$ cat src/rtl/spi_frame_ctrl.sv
// SPI mode-0 slave front-end: synchronizes SCLK/SS_n/MOSI into clk, frames
// MSB-first words, flags short/overrun frames and echoes the last good word on MISO.
module spi_frame_ctrl #(
  parameter int unsigned WORD_W      = 10,
  parameter int unsigned SYNC_STAGES = 2
) (
  input  logic              clk,
  input  logic              rst,
  input  logic              SCLK,
  input  logic              SS_n,
  input  logic              MOSI,
  output logic              MISO,
  output logic [WORD_W-1:0] data_out,
  output logic              data_valid,
  output logic              frame_err,
  output logic [7:0]        frame_count
);

  localparam int unsigned CNT_W = $clog2(WORD_W + 1);

  typedef enum logic [1:0] {IDLE, SHIFT, DONE} state_t;

  state_t                 state;
  logic [SYNC_STAGES-1:0] sclk_sync, ss_sync, mosi_sync;
  logic                   sclk_d, ss_d;
  logic                   sclk_rise, sclk_fall, ss_rise, ss_fall;
  logic [CNT_W-1:0]       bit_cnt;
  logic [WORD_W-1:0]      rx_reg, tx_reg;
  logic                   ovr;

  // SS_n chain resets to 0 so a select held across reset never yields a fall
  always_ff @(posedge clk or posedge rst) begin
    if (rst) begin
      sclk_sync <= '0;
      ss_sync   <= '0;
      mosi_sync <= '0;
      sclk_d    <= 1'b0;
      ss_d      <= 1'b0;
      sclk_rise <= 1'b0;
      sclk_fall <= 1'b0;
      ss_rise   <= 1'b0;
      ss_fall   <= 1'b0;
    end else begin
      sclk_sync <= {sclk_sync[SYNC_STAGES-2:0], SCLK};
      ss_sync   <= {ss_sync[SYNC_STAGES-2:0], SS_n};
      mosi_sync <= {mosi_sync[SYNC_STAGES-2:0], MOSI};
      sclk_d    <= sclk_sync[SYNC_STAGES-1];
      ss_d      <= ss_sync[SYNC_STAGES-1];
      sclk_rise <= sclk_sync[SYNC_STAGES-1] & ~sclk_d;
      sclk_fall <= ~sclk_sync[SYNC_STAGES-1] & sclk_d;
      ss_rise   <= ss_sync[SYNC_STAGES-1] & ~ss_d;
      ss_fall   <= ~ss_sync[SYNC_STAGES-1] & ss_d;
    end
  end

  // Any SS_n edge takes priority over an SCLK edge in the same cycle
  always_ff @(posedge clk or posedge rst) begin
    if (rst) begin
      state       <= IDLE;
      bit_cnt     <= '0;
      rx_reg      <= '0;
      tx_reg      <= '0;
      ovr         <= 1'b0;
      data_out    <= '0;
      data_valid  <= 1'b0;
      frame_err   <= 1'b0;
      frame_count <= '0;
    end else begin
      data_valid <= 1'b0;
      case (state)
        IDLE: begin
          if (ss_fall) begin
            state   <= SHIFT;
            bit_cnt <= '0;
            rx_reg  <= '0;
            tx_reg  <= data_out;
            ovr     <= 1'b0;
          end
        end
        SHIFT: begin
          if (ss_rise) begin
            state     <= IDLE;
            frame_err <= 1'b1;
          end else if (!ss_fall) begin
            if (sclk_rise) begin
              rx_reg  <= {rx_reg[WORD_W-2:0], mosi_sync[SYNC_STAGES-1]};
              bit_cnt <= bit_cnt + 1'b1;
              if (bit_cnt == CNT_W'(WORD_W - 1))
                state <= DONE;
            end else if (sclk_fall) begin
              tx_reg <= {tx_reg[WORD_W-2:0], 1'b0};
            end
          end
        end
        DONE: begin
          if (ss_rise) begin
            state <= IDLE;
            ovr   <= 1'b0;
            if (ovr) begin
              frame_err <= 1'b1;
            end else begin
              data_out    <= rx_reg;
              data_valid  <= 1'b1;
              frame_count <= frame_count + 1'b1;
              frame_err   <= 1'b0;
            end
          end else if (!ss_fall && sclk_rise) begin
            ovr <= 1'b1;
          end
        end
        default: state <= IDLE;
      endcase
    end
  end

  always_comb begin
    MISO = 1'b0;
    if (state != IDLE && !ss_sync[SYNC_STAGES-1])
      MISO = tx_reg[WORD_W-1];
  end

endmodule
$ cat config.mk
export PLATFORM = sky130hd
export DESIGN_NAME = spi_frame_ctrl
export DESIGN_NICKNAME = d
export VERILOG_FILES = /design/src/rtl/spi_frame_ctrl.sv
export SDC_FILE = /design/constraint.sdc
export NUM_CORES = 1
export LEC_CHECK = 0
export BUFFER_PORTS_ARGS = -buffer_cell sky130_fd_sc_hd__buf_2
export CAP_MARGIN = 10
export CORE_UTILIZATION = 45
export DETAILED_ROUTE_END_ITERATION = 10
export SLEW_MARGIN = 40
export SYNTH_ARGS = -nofsm -noshare
export SYNTH_HDL_FRONTEND = slang
export SYNTH_SLANG_ARGS = --single-unit
$ cat constraint.sdc
create_clock -name clk -period 2.8 [get_ports clk]
set_clock_uncertainty 0.15 [all_clocks]
set_input_delay 0.14 -clock clk [delete_from_list [all_inputs] [get_ports clk]]
set_output_delay 0.14 -clock clk [all_outputs]
set_load 0.01 [all_outputs]
* Yosys cells after proc, flatten, opt, wreduce, memory -nomap -nowiden *
Index checks and enable logic that the tools add are counted.

word-level totals
  flip-flop bits (word level) = 59
  bits in latches = 0
  RAM bits = 0
  memory bits (read-only) = 0
  input bits = 5
  output and inout bits = 21
  word-level logic and storage cells = 94
  memories = 0

operators by class
  add/subtract/negate cells = 2
  $mul = 0
  divide/modulo/power cells = 0
  magnitude comparators = 0
  equal/unequal tests = 15
  shift operators = 0
  mux-type cells = 35
  bitwise operators = 9
  reduce and logical (&&, ||, !) cells = 15

operator list
  kind                                                              count
  10-bit 2-to-1 mux                                                 9
  10-bit one-hot mux with 2 select lines                            2
  4-bit 2-to-1 mux                                                  4
  2-bit != test (second input constant)                             8
  2-bit 2-to-1 mux                                                  6
  3-bit != test (second input constant)                             4
  1-bit 2-to-1 mux                                                  10
  5-bit AND reduction                                               2
  3-bit AND reduction                                               3
  8-bit by 1-bit adder with 8-bit output (second input constant)    1
  4-bit one-hot mux with 2 select lines                             1
  2-bit nonzero test                                                4
  2-bit one-hot mux with 3 select lines                             1
  6-bit AND reduction                                               1
  1-bit inverter                                                    5
  4-bit by 1-bit adder with 4-bit output (second input constant)    1
  1-bit AND                                                         4
  4-bit == test (second input constant)                             1
  1-bit one-hot mux with 2 select lines                             2
  2-bit by 1-bit == test with 1-bit output (second input constant)  1
  2-bit == test (second input constant)                             1
  1-bit logical AND                                                 2
  1-bit zero test                                                   2
  2-bit zero test                                                   1

* Logic depth before layout (Yosys ltp) *
  depth in word-level cells = 6
  depth in mapped cells = 6

* Worst setup path before layout *
No wires, ideal clock.

  kind = register to register
  from = register ss_fall
  to = register tx_reg[0]
  arrival time = 1.564 ns
  setup slack = 0.962 ns
  stages on the path, launching flop included = 4
  period minus slack after synthesis = 1.838 ns
  path through = dfrtp_1 > or4b_4 > o21ai_4 > mux2_2

between the ends
  cells in the longest elaborated chain, start to end = 2
  elaborated cells between the ends (all ways) = 3

ends and longest elaborated chain
  item                                      RTL line  RTL
  from (decl)                               26        logic sclk_rise, sclk_fall, ss_rise, ss_fall;
  from (signal assigned)                    52        ss_fall <= ~ss_sync[SYNC_STAGES-1] & ss_d;
  2-bit != test (no source line)            --
  6-bit AND reduction (no source line) (*)  --
  to (signal assigned)                      76        tx_reg <= data_out;
  to (signal assigned)                      91        tx_reg <= {tx_reg[WORD_W-2:0], 1'b0};
  to (decl)                                 28        logic [WORD_W-1:0] rx_reg, tx_reg;

Mark *: on every way between the ends. The rest lies on a longest branch, timed or not.
A chain may end at the register's enable or synchronous reset.

* Worst setup path in the final report *
  from = register state[1]
  to = register tx_reg[6]

between the ends
  cells in the longest elaborated chain, start to end = 3
  elaborated cells between the ends (all ways) = 10

ends and longest elaborated chain
  item                                                                                RTL line  RTL
  from (decl)                                                                         23        state_t state;
  from (signal assigned)                                                              59        state <= IDLE;
  from (signal assigned)                                                              73        state <= SHIFT;
  from (signal assigned)                                                              82        state <= IDLE;
  2-bit by 1-bit == test with 1-bit output / 2-bit zero test (equally long branches)  70        case (state)
  2-bit != test (no source line) / 2-bit nonzero test (equally long branches)         --
  6-bit AND reduction (no source line)                                                --

Several ways; a longest one is shown, not always the timed one.

==> metrics.yaml <==
fin_crit_sh_pct: 74.93
ctsHtreeMaxLevel: 3
p_int_uw: 1298
setup_viol: 0
cap_violations: 0
drt_pass1_iterations: 4
wire_per_inst_um: 14.54
final_area_um2: 2943
worstPathRequired_ps: 2850
synth.area.top_cells: "dfrtp_1 (59%), mux2_2 (13%), mux2i_1 (5.2%)"
critPathCaptureType: "flop"
core-area_um2: 5238
syn_nets: 205
switchingPower_uw: 439.8
min_path_type: "flop to flop"
die_x_um: 76.80
num_antenna_cells: 0
min_from: "sclk_sync[0]$_DFF_PP0_"
synth_cell_types: 33
drv_slew: 0
cts_tree: "built"
hold_slack_ps: 194.7
grt_pass1_vias: 1593
clk_latency_ps: 320
start_util_pct: 48.06
cp-start-kind: "flop"
cts-root-buf: "clkbuf_8"
track_usage_pct: 17.19
clk_path_buf_depth: 2
yosysWarnings: 0
period_minus_slack_ps: 2098
crit_type: "flop to flop"
io_buffers: 25
path_depth: 3
total_power_uw: 1738
clock_power_share_pct: 36.8
ant_nets: 0
grt_pass1_wl_um: 7714
cts_buffers: 9
r2r_setup_slack_ps: 700
dp_hpwl_um: 3066
clock_sinks: 59
synth_area_per_cell_um2: 12.78
r2r-start: "state[1]$_DFFE_PP0P_"
antenna_found_initial: 0
reg2regPathDepth: 3
powerDensity_nw_per_um2: 590.6
rsz0062_at_grt: "false"
cp-endpoint: "tx_reg[6]$_DFFE_PP0P_"
layout-drive-gt1-share_pct: 33.19
cts_resized: 0
tns_ps: 0
first_iter_violations: 50
die_h_um: 76.80
worstPathBufferInverterCount: 0
synth_edf_count: 0
pin_count: 26
post_dp_cell_area_um2: 2743
critical_path.max_stage_delay_ps: 600
grt_max_degree: 30
arrival_ps: 2150
synth_top_area_cell: "dfrtp_1"
overflow: 0
p_leak_uw: 0.001439
avgViaCountPerCell: 5.026
worstPathCellList: "or4b_4 > o21ai_4 > mux2_2"
yosysTopAreaCellShare_pct: 58.65
r2r_end: "tx_reg[6]$_DFFE_PP0P_"
worstPathMaxFanout: 14
netlist_instances: 197
place_congestion: 0.7286
power.switching_fraction_pct: 25.30
startpoint: "state[1]$_DFFE_PP0P_"
clk_pin_slew_ps: 60
crit_family: "simple AND/OR/NAND/NOR gates"
cp_slowest_cell: "or4b_4"
synthArstFlopShare_pct: 100.0
max_clock_freq_mhz: 476.6
status: "finished clean"
ys_ff_latch: 59
p_comb_share_pct: 9.9
p_seq_share_pct: 53.3
fin_nets: 242
slew_headroom_pct: 60.44
yosysSeqAreaShare_pct: 58.65
drt-total-wl_um: 4478
hold_viol: 0
synth.cell_area_um2: 2517
rows: 26
vdd_drop_max_mv: 0.3492
vias: 1548
final.fill_count: 454
tightest_slew_ps: 592.6
syn2layout_area_growth_pct: 16.90
fp.dieArea_um2: 5897
synth-main-ff-cell: "dfrtp_1"
drcViolationCount: 0
-- kinds of logic (layout without fill, tap and decap cells) --
group	after synthesis	after routing	synth area share (%)
buffers and inverters	22	63	3.678
adders and majority gates	3	3	1.491
and+or+nand+nor	50	50	11.48
xor gates and xnor gates	7	7	2.435
muxes	43	43	18.59
AOI/OAI and AO/OA	13	13	3.678
DFF	59	59	58.65
-- layer usage --
| metal | vias up | wire (um) | GRT usage, % |
|---|---|---|---|
| li1 | 739 | - | - |
| met1 | 786 | 2103 | 21.66 |
| met2 | 19 | 2224 | 27.68 |
| met3 | 4 | 108 | 4.643 |
| met4 | 0 | 40 | 7.500 |
| met5 | - | 0 | 0 |
-- worst min path at each step --
stage          depth (start not counted)                     end
6_report                               0  sclk_sync[1]$_DFF_PP0_
5_1_grt                                0  sclk_sync[1]$_DFF_PP0_
4_1_cts                                0  sclk_sync[1]$_DFF_PP0_
3_5_place_dp                           2  sclk_sync[1]$_DFF_PP0_
3_3_place_gp                           2  sclk_sync[1]$_DFF_PP0_
2_1_floorplan                          0  mosi_sync[0]$_DFF_PP0_
-- power by group through the flow --
stage	sequential, uW	combinational [uW]	clock [uW]
2_1_floorplan	926	139	0
3_3_place_gp	938	164	0
3_5_place_dp	942	171	0
4_1_cts	926	176	661
5_1_grt	933	197	696
6_report	927	171	639
-- repair_timing --
action	4_1_cts	5_1_grt
setup buffers	0	0
endpoints found under the hold margin	30	0
hold buffers	4	0
-- placed cells by master (no fill, tap or decap), drive strengths merged, types with 2 or more instances in the layout --
cell	Yosys	final
xnor2	6	6
nor2	3	3
nor3b	2	2
nor2b	8	8
nand3	5	5
o21ai	4	4
a21oi	4	4
clkbuf	2	12
ha	3	3
nand2	15	15
mux2	30	30
nand2b	6	6
inv	14	14
mux2i	13	13
buf	6	30
nor4bb	2	2
dlygate4sd3	0	4
nand4	2	2
clkinv	0	3
dfrtp	59	59
-- synthesized netlist by cell type (2+ instances only) --
master    instances
ha_1              3
nand3_1           5
dfrtp_1          59
nor4bb_1          2
nand2b_1          6
clkbuf_1          2
nor2b_1           8
nor2_1            3
nor3b_1           2
a21oi_1           4
nand4_1           2
nand2_1          15
buf_2             5
xnor2_1           6
inv_1            14
mux2_2           30
mux2i_1          13
o21ai_0           3
-- area by class of cell --
class / count / area [um^2] / share of cell area, %
Clock buffer: 12 / 145.1 / 4.932
Tap cell: 70 / 87.58 / 2.976
Sequential cell: 59 / 1476 / 50.17
Timing Repair Buffer: 34 / 202.7 / 6.888
Clock inverter: 3 / 15.01 / 0.5102
Inverter: 14 / 52.55 / 1.786
Multi-Input combinational cell: 116 / 963.4 / 32.74
-- metrics by stage --
stage	worst slack, ps	std cells	util, %
2_1_floorplan	961.8	197	-
3_3_place_gp	766.6	289	52.36
3_5_place_dp	724.8	289	52.36
4_1_cts	708.7	308	56.19
5_1_grt	636.2	308	56.19
6_report	702.0	308	56.19
-- worst register-to-register path, stage by stage, from the launching register on --
cell	delay (ps)
dfrtp_1	520
or4b_4	600
o21ai_4	320
mux2_2	390
Note: power is estimated with default switching activity, not from simulation.
